<file path="src/rtl/io_pkg.sv">
// Shared types for the front-panel input logic: debounce FSM states and key indices.
// No logic; imported by debounce and input_logic.
package io_pkg;

    typedef enum logic [1:0] {
        IDLE,
        WAIT_PRESS,
        PRESSED,
        WAIT_RELEASE
    } db_state_t;

    localparam int KEY_ENTER = 0;
    localparam int KEY_PEEK  = 1;

endpackage

</file>
<file path="src/rtl/debounce.sv">
// Synchronizes one active-low pushbutton and debounces it; press pulses once on entry to PRESSED.
// Latency: SYNC_STAGES + DB_CYCLES + 1 cycles from raw edge to press; no backpressure, free-running.
module debounce
    import io_pkg::*;
#(
    parameter int SYNC_STAGES = 2,
    parameter int DB_CYCLES   = 500000
) (
    input  logic Clock,
    input  logic Reset,
    input  logic KEYb_raw,
    output logic level,
    output logic press
);

    localparam int CW = (DB_CYCLES > 1) ? $clog2(DB_CYCLES) : 1;
    localparam logic [CW-1:0] CNT_LAST = CW'(DB_CYCLES - 1);

    logic [SYNC_STAGES-1:0] sync;
    logic                   ks;
    db_state_t              state;
    logic [CW-1:0]          cnt;

    assign ks = sync[SYNC_STAGES-1];

    // level is updated alongside the state so it always equals (state is PRESSED or WAIT_RELEASE).
    always_ff @(posedge Clock) begin
        if (Reset) begin
            sync  <= '1;
            state <= IDLE;
            cnt   <= '0;
            level <= 1'b0;
            press <= 1'b0;
        end else begin
            sync  <= {sync[SYNC_STAGES-2:0], KEYb_raw};
            press <= 1'b0;
            case (state)
                IDLE: begin
                    if (!ks) begin
                        state <= WAIT_PRESS;
                        cnt   <= '0;
                    end
                end
                WAIT_PRESS: begin
                    if (ks) begin
                        state <= IDLE;
                    end else if (cnt == CNT_LAST) begin
                        state <= PRESSED;
                        press <= 1'b1;
                        level <= 1'b1;
                    end else begin
                        cnt <= cnt + 1'b1;
                    end
                end
                PRESSED: begin
                    if (ks) begin
                        state <= WAIT_RELEASE;
                        cnt   <= '0;
                    end
                end
                WAIT_RELEASE: begin
                    if (!ks) begin
                        state <= PRESSED;
                    end else if (cnt == CNT_LAST) begin
                        state <= IDLE;
                        level <= 1'b0;
                    end else begin
                        cnt <= cnt + 1'b1;
                    end
                end
                default: state <= IDLE;
            endcase
        end
    end

endmodule

</file>
<file path="src/rtl/input_logic.sv">
// Front-panel inputs: synchronized switches, debounced Enter strobe with DIN capture, debounced PEEKb.
// Latency: ENTER/PEEKb one cycle after the debouncer decision; no backpressure, ENTER is a one-shot.
module input_logic
    import io_pkg::*;
#(
    parameter int WIDTH       = 10,
    parameter int SYNC_STAGES = 2,
    parameter int DB_CYCLES   = 500000
) (
    input  logic             Clock,
    input  logic             Reset,
    input  logic [WIDTH-1:0] SW,
    input  logic [1:0]       KEYb,
    output logic [WIDTH-1:0] DIN,
    output logic             ENTER,
    output logic             PEEKb
);

    logic [WIDTH-1:0] sw_sync [SYNC_STAGES];
    logic             enter_level;
    logic             enter_press;
    logic             peek_level;
    logic             peek_press;
    logic             unused_ok;

    debounce #(
        .SYNC_STAGES (SYNC_STAGES),
        .DB_CYCLES   (DB_CYCLES)
    ) u_db_enter (
        .Clock    (Clock),
        .Reset    (Reset),
        .KEYb_raw (KEYb[KEY_ENTER]),
        .level    (enter_level),
        .press    (enter_press)
    );

    debounce #(
        .SYNC_STAGES (SYNC_STAGES),
        .DB_CYCLES   (DB_CYCLES)
    ) u_db_peek (
        .Clock    (Clock),
        .Reset    (Reset),
        .KEYb_raw (KEYb[KEY_PEEK]),
        .level    (peek_level),
        .press    (peek_press)
    );

    // Enter only needs its edge and Peek only its level.
    assign unused_ok = &{1'b0, enter_level, peek_press};

    always_ff @(posedge Clock) begin
        if (Reset) begin
            for (int i = 0; i < SYNC_STAGES; i++) sw_sync[i] <= '0;
            DIN   <= '0;
            ENTER <= 1'b0;
            PEEKb <= 1'b1;
        end else begin
            sw_sync[0] <= SW;
            for (int i = 1; i < SYNC_STAGES; i++) sw_sync[i] <= sw_sync[i-1];
            ENTER <= enter_press;
            PEEKb <= ~peek_level;
            if (enter_press) DIN <= sw_sync[SYNC_STAGES-1];
        end
    end

endmodule

</file>
<file path="config.mk">
export PLATFORM = sky130hd
export DESIGN_NAME = input_logic
export DESIGN_NICKNAME = d
export VERILOG_FILES = /design/src/rtl/io_pkg.sv /design/src/rtl/debounce.sv /design/src/rtl/input_logic.sv
export SDC_FILE = /design/constraint.sdc
export NUM_CORES = 1
export LEC_CHECK = 0
export ABC_CLOCK_PERIOD_IN_PS = 2220
export CORE_MARGIN = 4
export CORE_UTILIZATION = 55
export DETAILED_ROUTE_END_ITERATION = 12
export PLACE_DENSITY_LB_ADDON = 0.05
export SLEW_MARGIN = 10
export SYNTH_ARGS = -nofsm -noshare
export SYNTH_HDL_FRONTEND = slang
export SYNTH_SLANG_ARGS = --single-unit
export TNS_END_PERCENT = 30
</file>
<file path="constraint.sdc">
create_clock -name Clock -period 2.22 [get_ports Clock]
set_input_delay 0.444 -clock Clock [delete_from_list [all_inputs] [get_ports Clock]]
set_output_delay 0.444 -clock Clock [all_outputs]
set_load 0.02 [all_outputs]
</file>
==> metrics, run 1 <==
ratio of cells with drive above 1 in the final layout around a tenth; CP Depth 5; cell area after layout around 0.0038 mm2; number of port buffers 25; clock skew after layout about 0.0095 ns; Inserted Clock Buffers 9; fin util between 60% and 70%; initial core utilization around 57%; clock buffer depth 2; Final ANT Viol Nets 0; clock network fraction of design power 44.9%; status finished, final reports clean; area growth from synthesis to layout 18.97%; final hold vios 0; proportion of synthesized chip area in sequential cells between 50 and 60%; Critical-path top delay cell or4b_4; Largest delay share family, worst path simple AND/OR/NAND/NOR gates; global router's overall resource usage around 17%; total power density per cell area roughly 760 mW/mm2; post-route setup slack approximately 0.22 ns; number of top-level design ports 26; proportion of total power due to net switching 20.58%; routed length per instance approximately 13 um; post-route minimum period 1.998 ns; Hold Path Class flip-flop to flip-flop; via count of the routed design between 2000 and 2500; Die Footprint 0.007033 mm2; count of TritonRoute iterations in the first routing pass 4; cell types with the largest area share after synthesis dfxtp_1, mux2i_1, nor2_1, nor2b_1, nand2_1; reported max-cap violation count 0; library cell occupying the most area in the post-synthesis netlist dfxtp_1; cell leakage power 1.352 nW; combinational power share 3.5%; Critical Path Sink Type flip-flop; number of synthesized flops with an enable pin 0; number of DRC violations after detailed routing 0; worst-margin pin slew around 0.68 ns; setup repair after global routing missed its margin false; Synthesis Warnings 0; number of H-tree branching levels 3; global-route wire length before repair around 9900 um; most common library cell in the layout ignoring fill and taps dfxtp_1; syn_nets between 300 and 400; crit path launch type flip-flop; # rows 27; list of cells traversed by the critical path or4b_4 > nor4_1 > a31o_2 > nand2_1 > a21oi_1; total buffers and inverters traversed by the critical path 0; Avg Cell Area, Syn ~9.4 um2; share of the clock period used by the worst path around 90%; worst-case reg-to-reg path depth 5; grt total ovfl 0; DP Area roughly 0.0035 mm2; number of buffers inserted by post-CTS setup repair 0; via count of the first global-routing pass between 2000 and 2500; fraction of post-synthesis cell area in the top cell type by area about half; initial antenna violation count 0; required time at the endpoint of the critical path about 2.5 ns; clock insertion delay at the later pin of the skew report 0.35 ns; placeable core region 0.005540 mm2; number of sinks on the clock net 80; Total Negative Setup Slacks 0 ns; Clock transition at path regs 0.08 ns; hold buffers post-CTS 0; distinct cell type count of the synthesized netlist 41; worst hold path stage count 1; maximum resistive drop on vdd roughly 0.44 mV; number of fill cells ~450; Total Routed Length approximately 5800 um; Sw Pwr between 500 and 600 uW; clock root buffer clkbuf_8; top achievable clock speed ~0.50 GHz; Die Height about 84 um; Synth Instances between 300 and 400; CTS tree built; internal power between 2 and 2.5 mW; Worst R2R Setup Slack around 0.22 ns; number of gates given a new drive strength after cts 0; sequential group share of total power 51.6%; CP max FO 6; highest cell delay on the worst timing path 0.57 ns; total count of max-transition violations in the final report 0; top library cells by usage in the layout, fill and taps aside dfxtp_1, nor2_1, nand2_1, clkdlybuf4s50_1, nor2b_1; area of the mapped netlist between 0.003 and 0.004 mm2; detailed-route vias per instance between 5 and 6; Seq cells post-synth 80; largest net degree at the start of global routing 20; number of antenna cells inserted 0; die span in x 83.87 um; Critical Setup Path Class flip-flop to flip-flop; worst slack after detailed placement roughly 0.23 ns; GP Congestion between 0.8 and 0.9; total setup violations reported at the end of the flow 0; half-perimeter wire length of the detailed placement result between 4000 and 5000 um; final-stage net count slightly below 400; DRT iter0 DRCs 67; flip-flop cell with the highest count after synthesis dfxtp_1; critical path arrival ~2.3 ns; relative slew slack between 50 and 60%; async set-or-reset flop fraction in the synthesized netlist 0%
[power by group through the flow]
stage | clock network [mW] | logic, mW | registers [mW]
final | 1.28 | 0.0999 | 1.47
after global routing | 1.38 | 0.110 | 1.47
after CTS | 1.31 | 0.101 | 1.47
after detailed placement | 0 | 0.0998 | 1.50
after global placement | 0 | 0.0986 | 1.50
after floorplan | 0 | 0.0563 | 1.50
[sequential cells by signal, indices dropped and copies added (netlist names), named ones only]
name	flops
DIN	10
ENTER	1
PEEKb	1
sw_sync	20
u_db_enter.cnt	19
u_db_enter.press	1
u_db_enter.state	1
u_db_enter.sync	2
u_db_peek.cnt	19
u_db_peek.level	1
u_db_peek.state	1
u_db_peek.sync	2
[worst paths after layout]
kind                                                      from                             end
worst min-delay path              u_db_peek.sync[0]$_SDFF_PP1_    u_db_peek.sync[1]$_SDFF_PP1_
worst max-delay path            u_db_enter.cnt[6]$_SDFFE_PP0P_  u_db_enter.cnt[1]$_SDFFE_PP0P_
worst min register to register    u_db_peek.sync[0]$_SDFF_PP1_    u_db_peek.sync[1]$_SDFF_PP1_
worst max register to register  u_db_enter.cnt[6]$_SDFFE_PP0P_  u_db_enter.cnt[1]$_SDFFE_PP0P_
[Yosys cell counts (2+ instances only)]
library cell  instances
xor2_1               11
or2_2                 5
o21ai_0              12
or3_1                14
nor3_1                5
nand3_1              18
xnor2_1              11
nand3b_1              3
nor4_1                4
buf_1                 2
a21oi_1              15
ha_1                  2
and3_1               10
nand4_1               8
clkbuf_1              8
nor2b_1              21
nor2_1               40
inv_1                 3
nand4b_1              2
dfxtp_1              80
mux2i_1              18
nand2_1              27
[area by class of cell]
cell class / count / area [um2] / share of cell area, %
inverter: 3 / 11.26 / 0.2990
tap: 72 / 90.09 / 2.392
timing repair buffer: 33 / 305.3 / 8.106
sequential: 80 / 1602 / 42.53
clock inverter: 6 / 115.1 / 3.056
multi-input combinational: 245 / 1515 / 40.23
clock buffer: 10 / 127.6 / 3.389
[stage by stage]
stage	hold slack, ns	total power, mW	std cells
detailed placement	0.3940	1.602	433
CTS	0.4129	2.880	449
finish	0.4123	2.847	449
floorplan	0.3791	1.557	338
global route	0.4465	2.957	449
global placement	0.3911	1.600	433
[metal layers]
metal  GRT usage (%)  up-vias  routed length [um]
met4           9.211        0                 112
met5               0        -                   0
li1                -     1239                   -
met2           28.13       37                2769
met1           21.20     1116                2780
met3           4.146       10                 175
[logic make-up after synthesis]
logic type	count (synthesis)	synth area share, %
compound gates	34	6.522
xor+xnor	22	6.087
fa+ha+maj	2	0.7904
buf+inv	13	1.542
flops	80	50.59
mux	18	5.692
simple gates	169	28.78
Power figures use the tool's default switching activity.
==> run 2, diff against run 1 <==
Settings changed: SETUP_SLACK_MARGIN set to 0.05.
==> metrics, run 2 (synthesis gave the netlist of run 1 again) <==
Inserted Clock Buffers 9 (unchanged); Critical Path Sink Type flip-flop (unchanged); cell leakage power 1.352 nW (about the same); grt total ovfl 0 (unchanged); clock insertion delay at the later pin of the skew report 0.35 ns (about the same); number of gates given a new drive strength after cts 0 (unchanged); number of DRC violations after detailed routing 0 (unchanged); half-perimeter wire length of the detailed placement result 4067 um (unchanged); internal power 2.261 mW (about the same); top achievable clock speed 0.4992 GHz (was 0.5006 GHz); number of buffers inserted by post-CTS setup repair 0 (unchanged); critical path arrival 2.29 ns (was 2.28 ns); proportion of total power due to net switching 20.67% (was 20.58%); Hold Path Class flip-flop to flip-flop (unchanged); GP Congestion 0.8135 (unchanged); CTS tree built (unchanged); final hold vios 0 (unchanged); routed length per instance 12.98 um (was 13.00 um); sequential group share of total power 51.5% (was 51.6%); largest registers sw_sync: 20 flops, u_db_enter.cnt: 19 flops, u_db_peek.cnt: 19 flops (unchanged); DP Area 0.003523 mm2 (unchanged); via count of the first global-routing pass 2216 (unchanged); initial core utilization 57.14% (unchanged); total buffers and inverters traversed by the critical path 0 (unchanged); clock network fraction of design power 45.0% (was 44.9%); post-route minimum period 2.003 ns (was 1.998 ns); reported max-cap violation count 0 (unchanged); total count of max-transition violations in the final report 0 (unchanged); Total Routed Length 5828 um (was 5837 um); number of flip-flops under the largest register name 20 (unchanged); detailed-route vias per instance 5.385 (was 5.350); status finished, final reports clean (unchanged); clock buffer depth 2 (unchanged); crit path launch type flip-flop (unchanged); initial antenna violation count 0 (unchanged); total setup violations reported at the end of the flow 0 (unchanged); Final ANT Viol Nets 0 (unchanged); required time at the endpoint of the critical path 2.51 ns (was 2.50 ns); clock skew after layout 0.01031 ns (was 0.009540 ns); share of the clock period used by the worst path 90.24% (was 89.98%); total placed cells including tap cells 433 (unchanged); relative slew slack 54.23% (was 54.28%); setup repair after global routing missed its margin false (unchanged); final-stage net count 388 (unchanged); Critical Setup Path Class flip-flop to flip-flop (unchanged); number of sinks on the clock net 80 (unchanged); Largest delay share family, worst path simple AND/OR/NAND/NOR gates (unchanged); area growth from synthesis to layout 18.97% (unchanged); Total Negative Setup Slacks 0 ns (unchanged); top library cells by usage in the layout, fill and taps aside dfxtp_1, nor2_1, nand2_1, clkdlybuf4s50_1, nor2b_1 (unchanged); largest net degree at the start of global routing 20 (unchanged); maximum resistive drop on vdd 0.4388 mV (was 0.4386 mV); most common library cell in the layout ignoring fill and taps dfxtp_1 (unchanged); number of top-level design ports 26 (unchanged); DRT iter0 DRCs 67 (unchanged); Clock transition at path regs 0.08 ns (about the same); global-route wire length before repair 9887 um (unchanged); total power density per cell area 756.8 mW/mm2 (was 755.9 mW/mm2); worst-margin pin slew 0.6851 ns (was 0.6844 ns); Die Footprint 0.007033 mm2 (unchanged); non-filler instance count after layout 449 (unchanged); placeable core region 0.005540 mm2 (unchanged); hold buffers post-CTS 0 (unchanged); list of cells traversed by the critical path or4b_4 > nor4_1 > a31o_2 > nand2_1 > a21oi_1 (unchanged); Critical-path top delay cell or4b_4 (unchanged); # rows 27 (unchanged); die span in x 83.87 um (unchanged); global router's overall resource usage 17.33% (unchanged); clock root buffer clkbuf_8 (unchanged); number of antenna cells inserted 0 (unchanged); number of H-tree branching levels 3 (unchanged); number of port buffers 25 (unchanged); count of TritonRoute iterations in the first routing pass 5 (was 4); via count of the routed design 2418 (was 2402); Die Height 83.87 um (unchanged); CP max FO 6 (unchanged); combinational power share 3.5% (about the same); Sw Pwr 589.3 uW (was 585.8 uW); highest cell delay on the worst timing path 0.57 ns (about the same); ratio of cells with drive above 1 in the final layout 9.814% (unchanged); Reg with most FFs sw_sync (unchanged); cell area after layout 0.003766 mm2 (unchanged)
[run 2: layout make-up]
class	count	area, um2
inverter	3	11.26
tap	72	90.09
clock inverter	6	115.1
fill	448	1774
clock buffer	10	127.6
multi-input combinational	245	1515
timing repair buffer	33	305.3
sequential	80	1602
[run 2: power groups by stage]
stage	clock [mW]	sequential (mW)	combinational (mW)
after floorplan	0	1.50	0.0563
after detailed placement	0	1.50	0.0998
after CTS	1.31	1.47	0.101
after global placement	0	1.50	0.0986
final	1.28	1.47	0.0998
after global routing	1.38	1.47	0.110
[run 2: metrics by stage]
stage / power (mW) / hold slack [ns] / setup slack (ns) / utilization, %
3_5_place_dp: 1.602 / 0.3940 / 0.2334 / 63.60
5_1_grt: 2.957 / 0.4465 / 0.09330 / 67.98
2_1_floorplan: 1.557 / 0.3791 / 0.4073 / -
4_1_cts: 2.880 / 0.4129 / 0.1929 / 67.98
6_report: 2.850 / 0.4124 / 0.2167 / 67.98
3_3_place_gp: 1.600 / 0.3911 / 0.2750 / 63.60
[run 2: metal layers]
layer	track usage [%]	share of wire [%]	wire (um)
met1	21.20	47	2723
met2	28.13	47	2743
met3	4.146	3.6	212
met4	9.211	2.6	149
met5	0	0	0
[run 2: path summary, 6_finish.rpt]
check | start | end | slack [ns] | cells after the start
setup / recovery | u_db_enter.cnt[6]$_SDFFE_PP0P_ | u_db_enter.cnt[1]$_SDFFE_PP0P_ | 0.22 | 5
hold / removal | u_db_peek.sync[0]$_SDFF_PP1_ | u_db_peek.sync[1]$_SDFF_PP1_ | 0.41 | 1
setup reg to reg | u_db_enter.cnt[6]$_SDFFE_PP0P_ | u_db_enter.cnt[1]$_SDFFE_PP0P_ | 0.22 | 5
hold reg to reg | u_db_peek.sync[0]$_SDFF_PP1_ | u_db_peek.sync[1]$_SDFF_PP1_ | 0.41 | 1
